`src/rtl/pe_xbar_bus_ecc_dec_pipe.sv`:
```
// PE-to-XBAR bridge. Write data is SECDED-corrected into a one-entry request register.
// Read data is SECDED-encoded on the way back. Uncorrectable writes are answered locally.
module pe_xbar_bus_ecc_dec_pipe #(
    parameter  int unsigned DataWidth = 32,
    parameter  int unsigned AddrWidth = 32,
    parameter  int unsigned IdWidth   = 5,
    parameter  int unsigned CntWidth  = 16,
    localparam int unsigned EccWidth  = (DataWidth == 64) ? 72 : 39,
    localparam int unsigned SynWidth  = EccWidth - DataWidth,
    localparam int unsigned BeWidth   = DataWidth / 8
) (
    input  logic                 clk_i,
    input  logic                 rst_ni,
    input  logic                 in_req_i,
    input  logic [AddrWidth-1:0] in_add_i,
    input  logic                 in_wen_i,
    input  logic [EccWidth-1:0]  in_wdata_i,
    input  logic [BeWidth-1:0]   in_be_i,
    input  logic [IdWidth-1:0]   in_id_i,
    output logic                 in_gnt_o,
    output logic                 in_r_valid_o,
    output logic                 in_r_opc_o,
    output logic [IdWidth-1:0]   in_r_id_o,
    output logic [EccWidth-1:0]  in_r_rdata_o,
    output logic                 out_req_o,
    output logic [AddrWidth-1:0] out_add_o,
    output logic                 out_wen_o,
    output logic [DataWidth-1:0] out_wdata_o,
    output logic [BeWidth-1:0]   out_be_o,
    output logic [IdWidth-1:0]   out_id_o,
    input  logic                 out_gnt_i,
    input  logic                 out_r_valid_i,
    input  logic                 out_r_opc_i,
    input  logic [IdWidth-1:0]   out_r_id_i,
    input  logic [DataWidth-1:0] out_r_rdata_i,
    output logic [SynWidth-1:0]  syndrome_o,
    output logic [1:0]           err_o,
    output logic [AddrWidth-1:0] err_addr_o,
    output logic [CntWidth-1:0]  cnt_corr_o,
    output logic [CntWidth-1:0]  cnt_uncorr_o,
    input  logic                 cnt_clear_i
);

    if (!(DataWidth == 32 || DataWidth == 64)) begin : g_bad_width
        $fatal(1, "pe_xbar_bus_ecc_dec_pipe: DataWidth must be 32 or 64");
    end

    // Hsiao parity rows of prim_secded_39_32 / prim_secded_72_64; check-bit columns are zero.
    function automatic logic [EccWidth-1:0] chk_mask(input int unsigned k);
        logic [71:0] m;
        m = '0;
        if (DataWidth == 64) begin
            case (k)
                0:       m = 72'h00B9000000001FFFFF;
                1:       m = 72'h005E00000FFFE0003F;
                2:       m = 72'h0067003FF003E007C1;
                3:       m = 72'h00CD0FC0F03C207842;
                4:       m = 72'h00B671C711C4438884;
                5:       m = 72'h00B5B65926488C9108;
                6:       m = 72'h00CBDAAA4A91152210;
                7:       m = 72'h007AED348D221A4420;
                default: m = '0;
            endcase
        end else begin
            case (k)
                0:       m = 72'h002606BD25;
                1:       m = 72'h00DEBA8050;
                2:       m = 72'h00413D89AA;
                3:       m = 72'h0031234ED1;
                4:       m = 72'h00C2C1323B;
                5:       m = 72'h002DCC624C;
                6:       m = 72'h0098505586;
                default: m = '0;
            endcase
        end
        return m[EccWidth-1:0];
    endfunction

    function automatic logic [EccWidth-1:0] secded_enc(input logic [DataWidth-1:0] d);
        logic [EccWidth-1:0] cw;
        cw                = '0;
        cw[DataWidth-1:0] = d;
        for (int unsigned k = 0; k < SynWidth; k++) begin
            cw[DataWidth+k] = ^(cw & chk_mask(k));
        end
        return cw;
    endfunction

    function automatic logic [SynWidth-1:0] secded_syn(input logic [EccWidth-1:0] cw);
        logic [SynWidth-1:0] s;
        logic [EccWidth-1:0] own;
        s = '0;
        for (int unsigned k = 0; k < SynWidth; k++) begin
            own              = '0;
            own[DataWidth+k] = 1'b1;
            s[k]             = ^(cw & (chk_mask(k) | own));
        end
        return s;
    endfunction

    // A data bit is flipped when the syndrome equals that bit's parity column.
    function automatic logic [DataWidth-1:0] secded_fix(input logic [EccWidth-1:0] cw,
                                                        input logic [SynWidth-1:0] s);
        logic [DataWidth-1:0] d;
        logic [SynWidth-1:0]  col;
        logic [EccWidth-1:0]  m;
        d = '0;
        for (int unsigned i = 0; i < DataWidth; i++) begin
            col = '0;
            for (int unsigned k = 0; k < SynWidth; k++) begin
                m      = chk_mask(k);
                col[k] = m[i];
            end
            d[i] = cw[i] ^ (s == col);
        end
        return d;
    endfunction

    typedef enum logic {
        ST_IDLE,
        ST_PEND
    } state_e;

    state_e               r_state;
    state_e               w_state_nxt;
    logic                 w_err_pend;
    logic                 w_issue;

    logic                 r_full;
    logic [AddrWidth-1:0] r_add;
    logic                 r_wen;
    logic [DataWidth-1:0] r_wdata;
    logic [BeWidth-1:0]   r_be;
    logic [IdWidth-1:0]   r_id;
    logic [IdWidth-1:0]   r_err_id;
    logic [SynWidth-1:0]  r_syndrome;
    logic [1:0]           r_err;
    logic [AddrWidth-1:0] r_err_addr;
    logic [CntWidth-1:0]  r_cnt_corr;
    logic [CntWidth-1:0]  r_cnt_uncorr;

    logic [SynWidth-1:0]  w_syn;
    logic [DataWidth-1:0] w_dec_data;
    logic [1:0]           w_err;
    logic                 w_accept;
    logic                 w_wr_acc;
    logic                 w_uncorr_acc;
    logic                 w_store;
    logic                 w_drain;

    assign w_syn      = secded_syn(in_wdata_i);
    assign w_dec_data = secded_fix(in_wdata_i, w_syn);
    assign w_err[0]   = ^w_syn;
    assign w_err[1]   = ~w_err[0] & (|w_syn);

    assign in_gnt_o     = ~w_err_pend & (~r_full | out_gnt_i);
    assign w_accept     = in_req_i & in_gnt_o;
    assign w_wr_acc     = w_accept & ~in_wen_i;
    assign w_uncorr_acc = w_wr_acc & w_err[1];
    assign w_store      = w_accept & ~w_uncorr_acc;
    assign w_drain      = r_full & out_gnt_i;

    always_ff @(posedge clk_i or negedge rst_ni) begin
        if (!rst_ni) begin
            r_state <= ST_IDLE;
        end else begin
            r_state <= w_state_nxt;
        end
    end

    always_comb begin
        w_state_nxt = r_state;
        case (r_state)
            ST_IDLE: if (w_uncorr_acc)   w_state_nxt = ST_PEND;
            ST_PEND: if (!out_r_valid_i) w_state_nxt = ST_IDLE;
            default: w_state_nxt = ST_IDLE;
        endcase
    end

    // Downstream responses win; the local error response waits for an idle response slot.
    always_comb begin
        w_err_pend = (r_state == ST_PEND);
        w_issue    = (r_state == ST_PEND) & ~out_r_valid_i;
    end

    always_comb begin
        in_r_valid_o = out_r_valid_i;
        in_r_opc_o   = out_r_opc_i;
        in_r_id_o    = out_r_id_i;
        in_r_rdata_o = secded_enc(out_r_rdata_i);
        if (w_issue) begin
            in_r_valid_o = 1'b1;
            in_r_opc_o   = 1'b1;
            in_r_id_o    = r_err_id;
            in_r_rdata_o = secded_enc('0);
        end
    end

    always_ff @(posedge clk_i or negedge rst_ni) begin
        if (!rst_ni) begin
            r_full     <= 1'b0;
            r_add      <= '0;
            r_wen      <= 1'b0;
            r_wdata    <= '0;
            r_be       <= '0;
            r_id       <= '0;
            r_err_id   <= '0;
            r_syndrome <= '0;
            r_err      <= '0;
            r_err_addr <= '0;
        end else begin
            if (w_store) begin
                r_full <= 1'b1;
            end else if (w_drain) begin
                r_full <= 1'b0;
            end
            if (w_store) begin
                r_add   <= in_add_i;
                r_wen   <= in_wen_i;
                r_wdata <= in_wen_i ? '0 : w_dec_data;
                r_be    <= in_be_i;
                r_id    <= in_id_i;
            end
            if (w_wr_acc) begin
                r_syndrome <= w_syn;
                r_err      <= w_err;
            end
            if (w_uncorr_acc) begin
                r_err_addr <= in_add_i;
                r_err_id   <= in_id_i;
            end
        end
    end

    // Clear beats a coincident event; counters stick at all-ones.
    always_ff @(posedge clk_i or negedge rst_ni) begin
        if (!rst_ni) begin
            r_cnt_corr   <= '0;
            r_cnt_uncorr <= '0;
        end else if (cnt_clear_i) begin
            r_cnt_corr   <= '0;
            r_cnt_uncorr <= '0;
        end else begin
            if (w_wr_acc && w_err[0] && (r_cnt_corr != '1)) begin
                r_cnt_corr <= r_cnt_corr + 1'b1;
            end
            if (w_wr_acc && w_err[1] && (r_cnt_uncorr != '1)) begin
                r_cnt_uncorr <= r_cnt_uncorr + 1'b1;
            end
        end
    end

    assign out_req_o    = r_full;
    assign out_add_o    = r_add;
    assign out_wen_o    = r_wen;
    assign out_wdata_o  = r_wdata;
    assign out_be_o     = r_be;
    assign out_id_o     = r_id;
    assign syndrome_o   = r_syndrome;
    assign err_o        = r_err;
    assign err_addr_o   = r_err_addr;
    assign cnt_corr_o   = r_cnt_corr;
    assign cnt_uncorr_o = r_cnt_uncorr;

endmodule

```
`config.mk`:
```
export PLATFORM = sky130hd
export DESIGN_NAME = pe_xbar_bus_ecc_dec_pipe
export DESIGN_NICKNAME = d
export VERILOG_FILES = /design/src/rtl/pe_xbar_bus_ecc_dec_pipe.sv
export SDC_FILE = /design/constraint.sdc
export NUM_CORES = 1
export LEC_CHECK = 0
export ABC_CLOCK_PERIOD_IN_PS = 7920
export CAP_MARGIN = 10
export CORE_MARGIN = 1
export CORE_UTILIZATION = 49
export DETAILED_ROUTE_END_ITERATION = 8
export GPL_TIMING_DRIVEN = 0
export PLACE_DENSITY = 0.89
export SLEW_MARGIN = 20
export SYNTH_ARGS = -nofsm -noshare
export SYNTH_HDL_FRONTEND = slang
export SYNTH_SLANG_ARGS = --single-unit
```
`constraint.sdc`:
```
create_clock -name clk_i -period 7.92 [get_ports clk_i]
set_input_delay 1.188 -clock clk_i [delete_from_list [all_inputs] [get_ports clk_i]]
set_output_delay 1.188 -clock clk_i [all_outputs]
set_load 0.005 [all_outputs]
```
==> Yosys cells after proc, flatten, opt, wreduce, memory -nomap -nowiden <==
Index checks and enable logic that the tools add are counted.
{ "totals": {"regBits": 154, "inputBits": 125, "out_inout_bits": 195, "wordCells": 133} }
{ "op_classes": {"add_sub_neg": 2, "n_eq_ne": 34, "mux": 14, "bitwise": 47, "n_reduce_logical": 23} }
{ "op_table": {"columns": ["operator", "n"], "rows": [
  ["$reduce_xor 39->1", 14],
  ["$eq 7x7->1 const B", 12],
  ["$eq 7x6->1 const B", 10],
  ["$mux 16", 4],
  ["$eq 7x5->1 const B", 6],
  ["$mux 39", 1],
  ["$add 16x1->16 const B", 2],
  ["$mux 32", 1],
  ["$ne 16x16->1 const B", 2],
  ["$xor 1x1->1", 32],
  ["$eq 7x4->1 const B", 3],
  ["$and 1x1->1", 8],
  ["$eq 7x3->1 const B", 1],
  ["$reduce_or 7->1", 1],
  ["$reduce_xor 7->1", 1],
  ["$mux 1", 6],
  ["$not 1->1", 6],
  ["$reduce_bool 2->1", 3],
  ["$mux 5", 1],
  ["$logic_and 1x1->1", 4],
  ["$pmux 1 s2", 1],
  ["$or 1x1->1", 1]
]} }

==> Logic depth before layout (Yosys ltp) <==
Gate-level depths: netlist of run 1.
{ "logic_depth": {"ltp_word": 9, "depth_mapped": 15, "depth_no_buf": 13} }

==> Worst setup path before layout of run 1 <==
OpenSTA, ideal clock, no wires.
{ "synth_path": {"path_type": "input-to-reg", "start": "input in_wdata_i[28]", "end": "register r_cnt_uncorr[6], in the netlist cnt_uncorr_o[6]", "setup_time_ns": 0.128, "arrival_ns": 4.525, "t_required_ns": 7.792, "slack_ns": 3.267, "stages": 13, "path_buffers": 1, "cell_sequence": "xnor3_1 > xnor3_2 > xnor2_2 > xnor2_1 > ha_1 > xor2_1 > xnor2_1 > xnor3_1 > nand2_1 > or3_1 > buf_2 > nor4b_1 > mux2_1"} }
{ "synth_via": {"elab_chain_cells": 7, "word_cells_on_any_way": 10, "cone_classes": "bitwise: 2; reduce/logical: 8"} }
{ "synth_rtl": {"columns": ["item", "line_no", "source"], "rows": [
  ["from (decl)", "17", "input logic [EccWidth-1:0] in_wdata_i,"],
  ["$reduce_xor 39->1", "96", "s[k] = ^(cw & (chk_mask(k) | own));"],
  ["$reduce_xor 7->1", "153", "assign w_err[0] = ^w_syn;"],
  ["$not 1->1", "154", "assign w_err[1] = ~w_err[0] & (|w_syn);"],
  ["$and 1x1->1 *", "154", null],
  ["$logic_and 1x1->1 * (2 in a row)", "247", "if (w_wr_acc && w_err[1] && (r_cnt_uncorr != '1)) begin"],
  ["$reduce_bool 2->1 (no line) *", null, null],
  ["to (signal assigned)", "248", "r_cnt_uncorr <= r_cnt_uncorr + 1'b1;"],
  ["to (decl)", "140", "logic [CntWidth-1:0] r_cnt_uncorr;"]
]} }
Every way passes the cells marked *; elsewhere a longest branch is shown, timed or not.
A chain may end at the register's enable or synchronous reset.

==> Final worst setup path of run 1 <==
{ "layout_path": {"start": "input in_wdata_i[21]", "end": "register r_add[28], in the netlist out_add_o[28]"} }
{ "layout_via": {"elab_chain_cells": 7, "word_cells_on_any_way": 10, "cone_classes": "bitwise: 5; reduce/logical: 5"} }
{ "layout_rtl": {"columns": ["item", "line_no", "source"], "rows": [
  ["$reduce_xor 39->1 *", "96", null],
  ["named net w_syn[2]", "142", "logic [SynWidth-1:0] w_syn;"],
  ["$reduce_xor 7->1", "153", null],
  ["$not 1->1", "154", null],
  ["$and 1x1->1 *", "154", null],
  ["$and 1x1->1 *", "159", "assign w_uncorr_acc = w_wr_acc & w_err[1];"],
  ["$not 1->1 *", "160", "assign w_store = w_accept & ~w_uncorr_acc;"],
  ["$and 1x1->1 *", "160", null],
  ["to (signal assigned)", "218", "r_add <= in_add_i;"],
  ["to (decl)", "130", "logic [AddrWidth-1:0] r_add;"]
]} }
The timed path passes the listed nets; every way through them passes the cells marked *.

==> results.md, run 1 <==
- Total internal power: 2810 µW
- Io pins: 320
- Pin count of the biggest net entering global routing: 86
- Vias in the first global route: 7,484
- Status: finished, final reports clean
- DRC violations left: 0
- Longest Clk Path Bufs: 2
- Family of cells with the greatest summed delay on the critical path: buffers and inverters
- Post-synthesis cell count: 834
- First-pass GRT wire length: 40,600 µm
- Share of flip-flops with an asynchronous set or reset after synthesis: 1.00
- Number of nets in the final layout: 1,307
- Normalized max-slew margin: 0.273
- Gate power share: 0.518
- FMAX: 175 MHz
- Root Buffer Master: clkbuf_16
- Count of state elements after synthesis: 154
- Leakage power of the design: 0.00512 µW
- Share of synthesized area occupied by flip-flops and latches: 0.438
- Die area: 18,500 µm²
- Worst hold-check path type: register to register
- Final Util: 0.743
- Die height: 136 µm
- Proportion of layout cells with a drive suffix above 1: 0.0726
- Switching portion of total power: 0.368
- Share of power burned in the clock network: 0.195
- Worst skew pair latency: 430 ps
- Power per unit of standard cell area: 343 nW/µm²
- Setup crit end kind: register
- Biggest area consumer among synthesized cells: dfrtp_1
- Max-slew violations: 0
- Remaining global-route overflow: 0
- Largest stage delay, worst path: 750 ps
- Count of buffers added by post-CTS timing repair for setup: 0
- Library cell contributing the largest single delay on the critical path: o31ai_2
- Clock slew at the register clock pins of the worst setup and hold paths: 60 ps
- Number of library cell types mapped by synthesis: 45
- Mapped Avg Cell Area: 10.6 µm²
- Peak fanout along the critical path: 10
- Primary flip-flop cell chosen by synthesis mapping: dfrtp_1
- Max cap viols: 0
- Die Wd: 136 µm
- Number of hold buffers added after cts: 0
- TritonCTS clock tree: done
- Top post-synthesis cells by area: dfrtp_1 44%, xnor2_1 12%, mux2_1 6.7%
- Num Clock Sinks: 154
- CP required: 8220 ps
- Post-DP HPWL: 20,400 µm
- Start-to-end type of the worst setup path: input port to register
- Row count: 48
- Largest voltage drop on the vdd net: 0.235 mV
- Initial antenna violation count: 1
- Overall via count from detail_route: 7,641
- Synth top area share: 0.438
- Cell area after synthesis: 8800 µm²
- Overall track demand over capacity in global routing: 0.290
- Shortest period the worst path allows: 5710 ps
- Number of DRC violations after detailed-routing iteration 0: 435
- Number of CTS-inserted buffers: 17
- Final setup violation count: 0
- RSZ-0062 raised after global routing: false
- Cell-by-cell listing of the critical path: clkdlybuf4s50_1 -> xor3_1 -> xor2_1 -> clkbuf_1 -> xnor2_1 -> ha_1 -> xor2_1 -> xnor2_1 -> xnor3_1 -> nand2_1 -> o31ai_2 -> clkbuf_1 -> mux2_1
- Net switching power figure: 1630 µW
- Average wire per cell in the routed design: 18.8 µm
- Count of input and output buffers: 317
- Core area: 17,400 µm²
- Global placement routability congestion: 1.00
- Pwr Total: 4440 µW
- Per-cell via count in the routed design: 5.42
- Sequential fraction of design power: 0.287
- Total of warnings raised by yosys: 0
- Slew at the pin closest to its max-slew limit: 1080 ps
- Initial standard-cell utilization of the core: 0.505
- Final hold violation count: 0
- Post-synth net total: 970
- Skew final: 13.2 ps
- Total wirelength of the detailed-routed design: 26,500 µm
- Post-synth EDFFs: 0
- Count of H-tree levels built during CTS: 4
- PostCTS Resize Cnt: 0
- Most frequent cell after synthesis: dfrtp_1
- Startpoint type of the worst setup path: input port
- Length of the first detailed-routing pass in iterations: 5
- Synth-to-Final Area Change: 47.0%
- Sum of buffers and inverters on the critical path: 3
- Commonest cells in the synthesized netlist: 154 x dfrtp_1, 121 x xnor2_1, 87 x nand2_1
- Share of the cycle needed by the critical path after routing: 0.721
- ANT nets after route: 0
- Data arrival, critical path: 6010 ps
[worst paths after layout]
kind                           startpoint             end  slack, ps  depth (start not counted)
setup / recovery           in_wdata_i[21]   out_add_o[28]       2210                         13
hold / removal             out_wdata_o[4]  out_wdata_o[4]        480                          2
setup reg to reg                out_req_o   out_add_o[28]       4410                          7
hold reg to reg            out_wdata_o[4]  out_wdata_o[4]        480                          2
max in group asynchronous          rst_ni   err_addr_o[8]       6400                          2
min in group asynchronous          rst_ni  cnt_corr_o[10]        740                          1
[final cells by class]
class	count	area [µm²]
fillers	1205	4480
multi-input cells	631	4750
diodes	1	2.50
plain buffers	40	169
clock inverters	15	220
repair buffers	318	3210
clock buffers	17	425
well taps	225	282
inverters	9	33.8
flip-flops and latches	154	3850
[sequential cells by signal, indices dropped and copies added, names as in the netlist]
| register | count |
|---|---|
| syndrome_o | 7 |
| err_addr_o | 32 |
| err_o | 2 |
| out_req_o | 1 |
| r_err_id | 5 |
| out_be_o | 4 |
| out_wen_o | 1 |
| out_add_o | 32 |
| cnt_uncorr_o | 16 |
| cnt_corr_o | 16 |
| out_wdata_o | 32 |
| out_id_o | 5 |
| r_state | 1 |
[layout by cell type (no fill, tap or decap), types with 3 or more instances in the layout]
cell	Yosys	routed
clkbuf_16	0	17
dfrtp_1	154	154
nor4_1	3	3
a21oi_1	13	13
inv_1	9	9
nor3_1	31	31
ha_1	11	11
nor2b_1	8	8
clkbuf_1	26	26
o2111ai_1	5	5
inv_8	0	4
or4_1	7	7
o31ai_1	37	37
xor2_1	54	54
nand3_1	10	10
buf_2	12	12
nand4_1	12	12
xnor3_1	5	5
or3_1	8	8
and2_1	33	33
nor2_1	44	44
xnor2_1	121	121
a22oi_1	8	8
clkinv_8	0	5
o21ai_0	20	20
mux2_1	52	52
inv_6	0	3
clkdlybuf4s50_1	0	316
nand2_1	87	87
mux2_2	30	30
nand2b_1	6	6
[tightest hold or removal path, stage by stage, from the launching register on]
cell and delay (ps):
dfrtp_1 340, nand2_1 50, o31ai_1 50
[per-layer routing]
metal,part of all wire,up-vias,GRT usage
li1,-,3533,-
met1,0.39,3682,0.357
met2,0.49,381,0.482
met3,0.091,45,0.0820
met4,0.026,0,0.104
met5,0,-,0
[per-stage QoR]
step | std cells | instance area [µm²] | setup slack [ps] | TNS [ps] | hold WS, ps
2_1_floorplan | 834 | 8800 | 3270 | 0 | 464
3_3_place_gp | 1376 | 12300 | -635 | -95180 | 462
3_5_place_dp | 1377 | 12300 | 1790 | 0 | 470
4_1_cts | 1409 | 12900 | 2220 | 0 | 488
5_1_grt | 1410 | 12900 | 1920 | 0 | 496
6_report | 1410 | 12900 | 2210 | 0 | 481
[power by group through the flow]
stage          Sequential [µW]  Combinational [µW]  Clock, µW
2_1_floorplan             1280                1130          0
3_3_place_gp              1260                2230          0
3_5_place_dp              1280                2290          0
4_1_cts                   1270                2300        885
5_1_grt                   1310                2470        920
6_report                  1270                2300        868
[cells by family after synthesis]
| group | count (synthesis) | share of synthesized area |
|---|---|---|
| XOR/XNOR | 187 | 0.203 |
| adder cells (fa/ha/maj) | 11 | 0.0156 |
| flip-flops | 154 | 0.438 |
| AO/OA/AOI/OAI | 91 | 0.0695 |
| multiplexers | 84 | 0.107 |
| AND/OR/NAND/NOR | 258 | 0.144 |
| buffers and inverters | 49 | 0.0230 |
Note: power is estimated with default switching activity, not from simulation.
==> inputs of run 2 (changes only) <==
--- a/config.mk
+++ b/config.mk
@@ -5,13 +5,13 @@
 export SDC_FILE = /design/constraint.sdc
 export NUM_CORES = 1
 export LEC_CHECK = 0
-export ABC_CLOCK_PERIOD_IN_PS = 7920
+export ABC_CLOCK_PERIOD_IN_PS = 5200
 export CAP_MARGIN = 10
 export CORE_MARGIN = 1
-export CORE_UTILIZATION = 49
+export CORE_UTILIZATION = 41
 export DETAILED_ROUTE_END_ITERATION = 8
 export GPL_TIMING_DRIVEN = 0
-export PLACE_DENSITY = 0.89
+export PLACE_DENSITY = 0.79
 export SLEW_MARGIN = 20
 export SYNTH_ARGS = -nofsm -noshare
 export SYNTH_HDL_FRONTEND = slang
==> constraint.sdc (replaced) <==
create_clock -name clk_i -period 5.2 [get_ports clk_i]
set_input_delay 0.78 -clock clk_i [delete_from_list [all_inputs] [get_ports clk_i]]
set_output_delay 0.78 -clock clk_i [all_outputs]
set_load 0.005 [all_outputs]
==> run 2 against run 1 <==
  * Sequential power increased by 52%
  * Sequential share of layout area decreased by 0.15 points
  * Worst hold slack got worse by 330 ps
  * Critical path depth increased by 2
  * Clock power increased by 49%
  * Via count decreased by 1.2%
  * Clock-buffer cell count unchanged
  * Critical endpoint is now cnt_uncorr_o[11]
==> results.md, run 2 (synthesis results as in run 1) <==
- Total internal power: 4270 µW
- Top library cells by usage in the layout, fill and taps aside: 316 x clkdlybuf4s50_1, 154 x dfrtp_1, 121 x xnor2_1
- Core area: 21,000 µm²
- Initial standard-cell utilization of the core: 0.419
- Overall track demand over capacity in global routing: 0.247
- Remaining global-route overflow: 0
- First-pass GRT wire length: 42,000 µm
- Net switching power figure: 2460 µW
- TritonCTS clock tree: done
- Power per unit of standard cell area: 517 nW/µm²
- Share of power burned in the clock network: 0.191
- Fin cells: 1,461
- Total wirelength of the detailed-routed design: 26,700 µm
- Startpoint type of the worst setup path: input port
- Max-slew violations: 0
- Number of antenna cells inserted: 0
- Share of the cycle needed by the critical path after routing: 0.951
- Sequential fraction of design power: 0.287
- Post-DP HPWL: 20,700 µm
- Length of the first detailed-routing pass in iterations: 5
- Num Clock Sinks: 154
- Worst skew pair latency: 420 ps
- Initial antenna violation count: 0
- Data arrival, critical path: 5230 ps
- Per-cell via count in the routed design: 5.17
- Placed cell count: 1,428
- Peak fanout along the critical path: 10
- Die height: 149 µm
- Gate power share: 0.522
- Io pins: 320
- FMAX: 202 MHz
- Area of placed instances: 12,400 µm²
- Count of input and output buffers: 317
- Number of hold buffers added after cts: 0
- Number of DRC violations after detailed-routing iteration 0: 396
- Skew final: 9.51 ps
- Root Buffer Master: clkbuf_16
- Slew at the pin closest to its max-slew limit: 967 ps
- CP required: 5480 ps
- Max cap viols: 0
- Setup crit end kind: register
- Number of nets in the final layout: 1,309
- Proportion of layout cells with a drive suffix above 1: 0.0767
- Normalized max-slew margin: 0.350
- Most frequent standard cell in the layout excluding fill and tap cells: clkdlybuf4s50_1
- Global placement routability congestion: 0.962
- Pin count of the biggest net entering global routing: 83
- Final Util: 0.619
- Row count: 53
- Longest Clk Path Bufs: 2
- Status: finished, final reports clean
- Shortest period the worst path allows: 4940 ps
- Final hold violation count: 0
- Synth-to-Final Area Change: 47.7%
- RSZ-0062 raised after global routing: false
- Vias in the first global route: 7,619
- Leakage power of the design: 0.00513 µW
- Die area: 22,100 µm²
- DRC violations left: 0
- ANT nets after route: 0
- Average wire per cell in the routed design: 18.3 µm
- Overall via count from detail_route: 7,547
- Clock slew at the register clock pins of the worst setup and hold paths: 70 ps
- Number of CTS-inserted buffers: 17
- Largest voltage drop on the vdd net: 0.223 mV
- Final setup violation count: 0
- Post-layout instance area: 13,000 µm²
- Die Wd: 149 µm
- Count of H-tree levels built during CTS: 4
- Worst hold-check path type: input port to asynchronous set/reset pin
- Switching portion of total power: 0.365
- Start-to-end type of the worst setup path: input port to register
==> run 2: cell types whose count changed in the layout (fill, tap and decap cells not counted), moves of 3 or more <==
cell	delta
clkinv_8	-5
clkbuf_1	-3
clkbuf_2	+3
inv_6	+3
==> run 2: routing by layer <==
layer	routed length, µm	GRT usage	up-vias
met5	0	0	-
met4	334	0.0634	0
met3	2140	0.0660	25
met2	12800	0.406	305
met1	11400	0.322	3673
li1	-	-	3544
==> run 2: cell type report <==
class                           count  area (µm²)
Multi-Input combinational cell    631        4760
Sequential cell                   154        3850
Timing Repair Buffer              320        3240
Inverter                            9        33.8
Clock inverter                     15         175
Buffer                             40         175
Clock buffer                       17         425
Tap cell                          275         344
Fill cell                        1769        8020
==> run 2: worst max-delay path: stages <==
cell             delay [ps]
clkdlybuf4s50_1         560
xnor3_1                 550
xnor3_2                 480
xnor2_2                 280
xnor2_1                 190
ha_1                    280
xor2_1                  180
xnor2_1                 130
xnor3_1                 280
nand2_1                 140
or3_1                   410
buf_2                   200
clkbuf_1                270
o31ai_1                 360
a21oi_1                 120
==> run 2: final timing paths <==
kind	from	to	depth (start not counted)	slack (ps)
worst min-delay path	rst_ni	cnt_corr_o[11]	1	160
worst min register to register	out_wdata_o[30]	out_wdata_o[30]	2	480
worst max-delay path	in_wdata_i[28]	cnt_uncorr_o[11]	15	260
worst max register to register	out_req_o	cnt_uncorr_o[11]	9	1980
min in group clk_i	out_wdata_o[30]	out_wdata_o[30]	2	480
max in group asynchronous	rst_ni	out_add_o[24]	3	4090
==> run 2: what timing repair did <==
action | CTS | global route
gates resized for setup | 1 | 7
pin swaps | 0 | 1
endpoints found under the hold margin | 0 | 0
buffers inserted | 0 | 1
endpoints found under the setup margin | 41 | 35
==> run 2: through the flow <==
stage | TNS [ps] | setup WS, ps | hold WS (ps) | total power (µW)
global placement | -499950 | -3020 | 462 | 5360
floorplan | 0 | 955 | 464 | 3670
global route | 0 | 53.3 | 147 | 7140
finish | 0 | 255 | 155 | 6720
CTS | 0 | 28.0 | 146 | 6770
detailed placement | -33490 | -615 | 469 | 5450
==> run 2: power groups by stage <==
| stage | combinational, µW | clock, µW | sequential (µW) |
|---|---|---|---|
| 6_report | 3510 | 1290 | 1930 |
| 3_3_place_gp | 3430 | 0 | 1930 |
| 3_5_place_dp | 3500 | 0 | 1950 |
| 5_1_grt | 3790 | 1370 | 1990 |
| 4_1_cts | 3530 | 1310 | 1930 |
| 2_1_floorplan | 1720 | 0 | 1950 |
==> inputs of run 3 (changes only) <==
--- a/config.mk
+++ b/config.mk
@@ -5,13 +5,15 @@
 export SDC_FILE = /design/constraint.sdc
 export NUM_CORES = 1
 export LEC_CHECK = 0
+export ABC_AREA = 1
 export ABC_CLOCK_PERIOD_IN_PS = 5200
 export CAP_MARGIN = 10
 export CORE_MARGIN = 1
-export CORE_UTILIZATION = 41
+export CORE_UTILIZATION = 43
 export DETAILED_ROUTE_END_ITERATION = 8
 export GPL_TIMING_DRIVEN = 0
-export PLACE_DENSITY = 0.79
+export MAX_ROUTING_LAYER = met4
+export PLACE_DENSITY = 0.8
 export SLEW_MARGIN = 20
 export SYNTH_ARGS = -nofsm -noshare
 export SYNTH_HDL_FRONTEND = slang
==> run 3 against run 2 <==
  * Synthesized cell count up 64%
  * Area after synthesis is 13% higher
  * Maximum frequency increased by 4.5%
  * First-iteration DRC count grew 77%
  * Die area is 7.7% higher
  * Final cell count is 37% higher
  * Register-to-register slack gained 600 ps
  * Design area increased by 8.4%
  * Routed wire length up 32%
  * Clock skew grew 8.3 ps
==> results.md, run 3 <==
- Num Clock Sinks: 154
- Count of state elements after synthesis: 154
- Remaining global-route overflow: 0
- Post-DP HPWL: 28,000 µm
- Synth top area share: 0.387
- Global placement routability congestion: 1.01
- Number of nets in the final layout: 1,836
- Die area: 23,800 µm²
- Final setup violation count: 0
- Top library cells by usage in the layout, fill and taps aside: 398 x nand2_1, 312 x clkdlybuf4s50_1, 157 x inv_1
- Peak-usage layer in the global routing report: met2
- Leakage power of the design: 0.00669 µW
- Primary flip-flop cell chosen by synthesis mapping: dfrtp_1
- Normalized max-slew margin: 0.391
- Reg area: 3850 µm²
- Per-cell via count in the routed design: 5.08
- Root Buffer Master: clkbuf_16
- Startpoint type of the worst setup path: input port
- RSZ-0062 raised after global routing: false
- Final hold violation count: 0
- Library cell contributing the largest single delay on the critical path: clkbuf_1
- Family of cells with the greatest summed delay on the critical path: XOR/XNOR gates
- Longest Clk Path Bufs: 2
- Row count: 55
- Number of CTS-inserted buffers: 17
- FMAX: 211 MHz
- Slew at the pin closest to its max-slew limit: 910 ps
- Grt met3 use: 0.0457
- Post-synthesis cell count: 1,367
- Mapped Avg Cell Area: 7.28 µm²
- Placed cell count: 1,966
- Top post-synthesis cells by area: dfrtp_1 39%, nand2_1 15%, xor2_1 6.9%
- Shortest period the worst path allows: 4730 ps
- Number of library cell types mapped by synthesis: 41
- Total of warnings raised by yosys: 0
- Proportion of layout cells with a drive suffix above 1: 0.0718
- Initial standard-cell utilization of the core: 0.440
- Power per unit of standard cell area: 460 nW/µm²
- Met1 Use GR: 0.353
- Share of flip-flops with an asynchronous set or reset after synthesis: 1.00
- Max cap viols: 0
- Overall via count from detail_route: 10.2k
- Pin count of the biggest net entering global routing: 91
- Data arrival, critical path: 5000 ps
- Pwr Total: 6480 µW
- Overall track demand over capacity in global routing: 0.309
- Peak fanout along the critical path: 10
- Count of H-tree levels built during CTS: 4
- TritonCTS clock tree: done
- Hold WS: 333 ps
- Io pins: 320
- Sum of buffers and inverters on the critical path: 3
- Status: finished, final reports clean
- Setup crit end kind: register
- Cell occurring most often along the worst timing path: xor2_1
- Number of DRC violations after detailed-routing iteration 0: 702
- Worst skew pair latency: 430 ps
- Post-synth net total: 1,503
- Count of input and output buffers: 313
- PostCTS Resize Cnt: 0
- Length of the first detailed-routing pass in iterations: 5
- Largest voltage drop on the vdd net: 0.278 mV
- Post-synth EDFFs: 0
- ANT nets after route: 0
- DRC violations left: 0
- Skew final: 17.8 ps
- Most frequent cell after synthesis: nand2_1
- Total wirelength of the detailed-routed design: 35,200 µm
- Die Wd: 154 µm
- Die height: 154 µm
- Initial antenna violation count: 1
- Commonest cells in the synthesized netlist: 398 x nand2_1, 157 x inv_1, 154 x dfrtp_1
- Clock slew at the register clock pins of the worst setup and hold paths: 70 ps
- Core area: 22,600 µm²
- Cell-by-cell listing of the critical path: clkdlybuf4s50_1 -> xnor2_1 -> xor2_1 -> xnor2_1 -> xor2_1 -> xor2_1 -> ha_1 -> xnor2_1 -> xor2_1 -> inv_1 -> nand3_1 -> nand2_2 -> nor2_4 -> nand2_4 -> nand2_4 -> clkbuf_1 -> o21ai_1
- Synth-to-Final Area Change: 41.5%
- Area taken by multi-input logic gates: 5110 µm²
- Average wire per cell in the routed design: 17.6 µm
- CP required: 5470 ps
- Biggest area consumer among synthesized cells: dfrtp_1
- Share of synthesized area occupied by flip-flops and latches: 0.387
- Vias in the first global route: 9,949
- Total Negative Setup Slacks: 0 ps
- Most frequent standard cell in the layout excluding fill and tap cells: nand2_1
- Number of hold buffers added after cts: 0
- Largest stage delay, worst path: 580 ps
- Count of buffers added by post-CTS timing repair for setup: 0
- Fin cells: 1,999
- Fillers: 2,017
- Start-to-end type of the worst setup path: input port to register
- First-pass GRT wire length: 54,700 µm
- Cell area after synthesis: 9960 µm²
- Share of the cycle needed by the critical path after routing: 0.910
- Max-slew violations: 0
- Global routing usage on met2: 0.539
- Worst hold-check path type: input port to asynchronous set/reset pin
[run 3: cell count changes after synthesis, sizes merged, moves of 23 or more]
| cell | previous run | this run |
|---|---|---|
| and2 | 33 | 0 |
| o21ai | 22 | 134 |
| nand3 | 10 | 110 |
| xor2 | 55 | 78 |
| inv | 9 | 177 |
| nand2 | 87 | 412 |
| mux2 | 82 | 0 |
| o31ai | 38 | 3 |
| xnor2 | 123 | 57 |
| nor2 | 44 | 99 |
[run 3: kinds of logic after synthesis]
group / synth area share
buf+inv: 0.100
fa+ha+maj: 0.0138
xor+xnor: 0.119
simple gates: 0.294
compound gates: 0.0860
flops: 0.387
[run 3: metrics by stage]
stage | utilization | setup WS (ps) | area, µm²
finish | 0.622 | 470 | 14100
global route | 0.622 | 273 | 14100
CTS | 0.622 | 483 | 14100
detailed placement | 0.595 | 75.7 | 13500
global placement | 0.594 | -2910 | 13400
floorplan | - | 1680 | 9960
[run 3: path summary, 6_finish.rpt]
check,slack (ps),startpoint,to,depth (start not counted)
setup / recovery,470,in_wdata_i[22],out_wdata_o[19],17
hold / removal,330,rst_ni,out_add_o[21],1
setup reg to reg,2580,out_req_o,out_wdata_o[19],9
hold reg to reg,490,out_be_o[0],out_be_o[0],2
max in group asynchronous,4100,rst_ni,err_addr_o[13],2
min in group clk_i,490,out_be_o[0],out_be_o[0],2
[run 3: routing by layer]
layer	vias up	wire [µm]	share of wire
met5	-	0	0
met4	0	1240	0.035
met3	67	1980	0.056
met2	385	17900	0.51
met1	4751	14100	0.40
li1	4954	-	-
[run 3: worst reg2reg max path, cell delays in order (launching register included)]
cell	delay (ps)
dfrtp_1	380
inv_1	70
nor2_1	60
nor3b_2	370
nand2_1	350
nor2_4	260
nand2_4	120
nand2_4	130
clkbuf_1	580
o21ai_1	140
[run 3: final cells by class]
class | instances | share of cell area
Timing Repair Buffer | 314 | 0.225
Tap cell | 285 | 0.0253
Clock buffer | 18 | 0.0312
Clock inverter | 14 | 0.0122
Sequential cell | 154 | 0.273
Multi-Input combinational cell | 978 | 0.362
Inverter | 180 | 0.0481
Buffer | 55 | 0.0226
Antenna cell | 1 | 0.000178
[run 3: power by group]
group | internal [µW] | switching [µW]
Combinational | 1530 | 1750
Clock | 741 | 563
Sequential | 1630 | 265
Total | 3900 | 2580
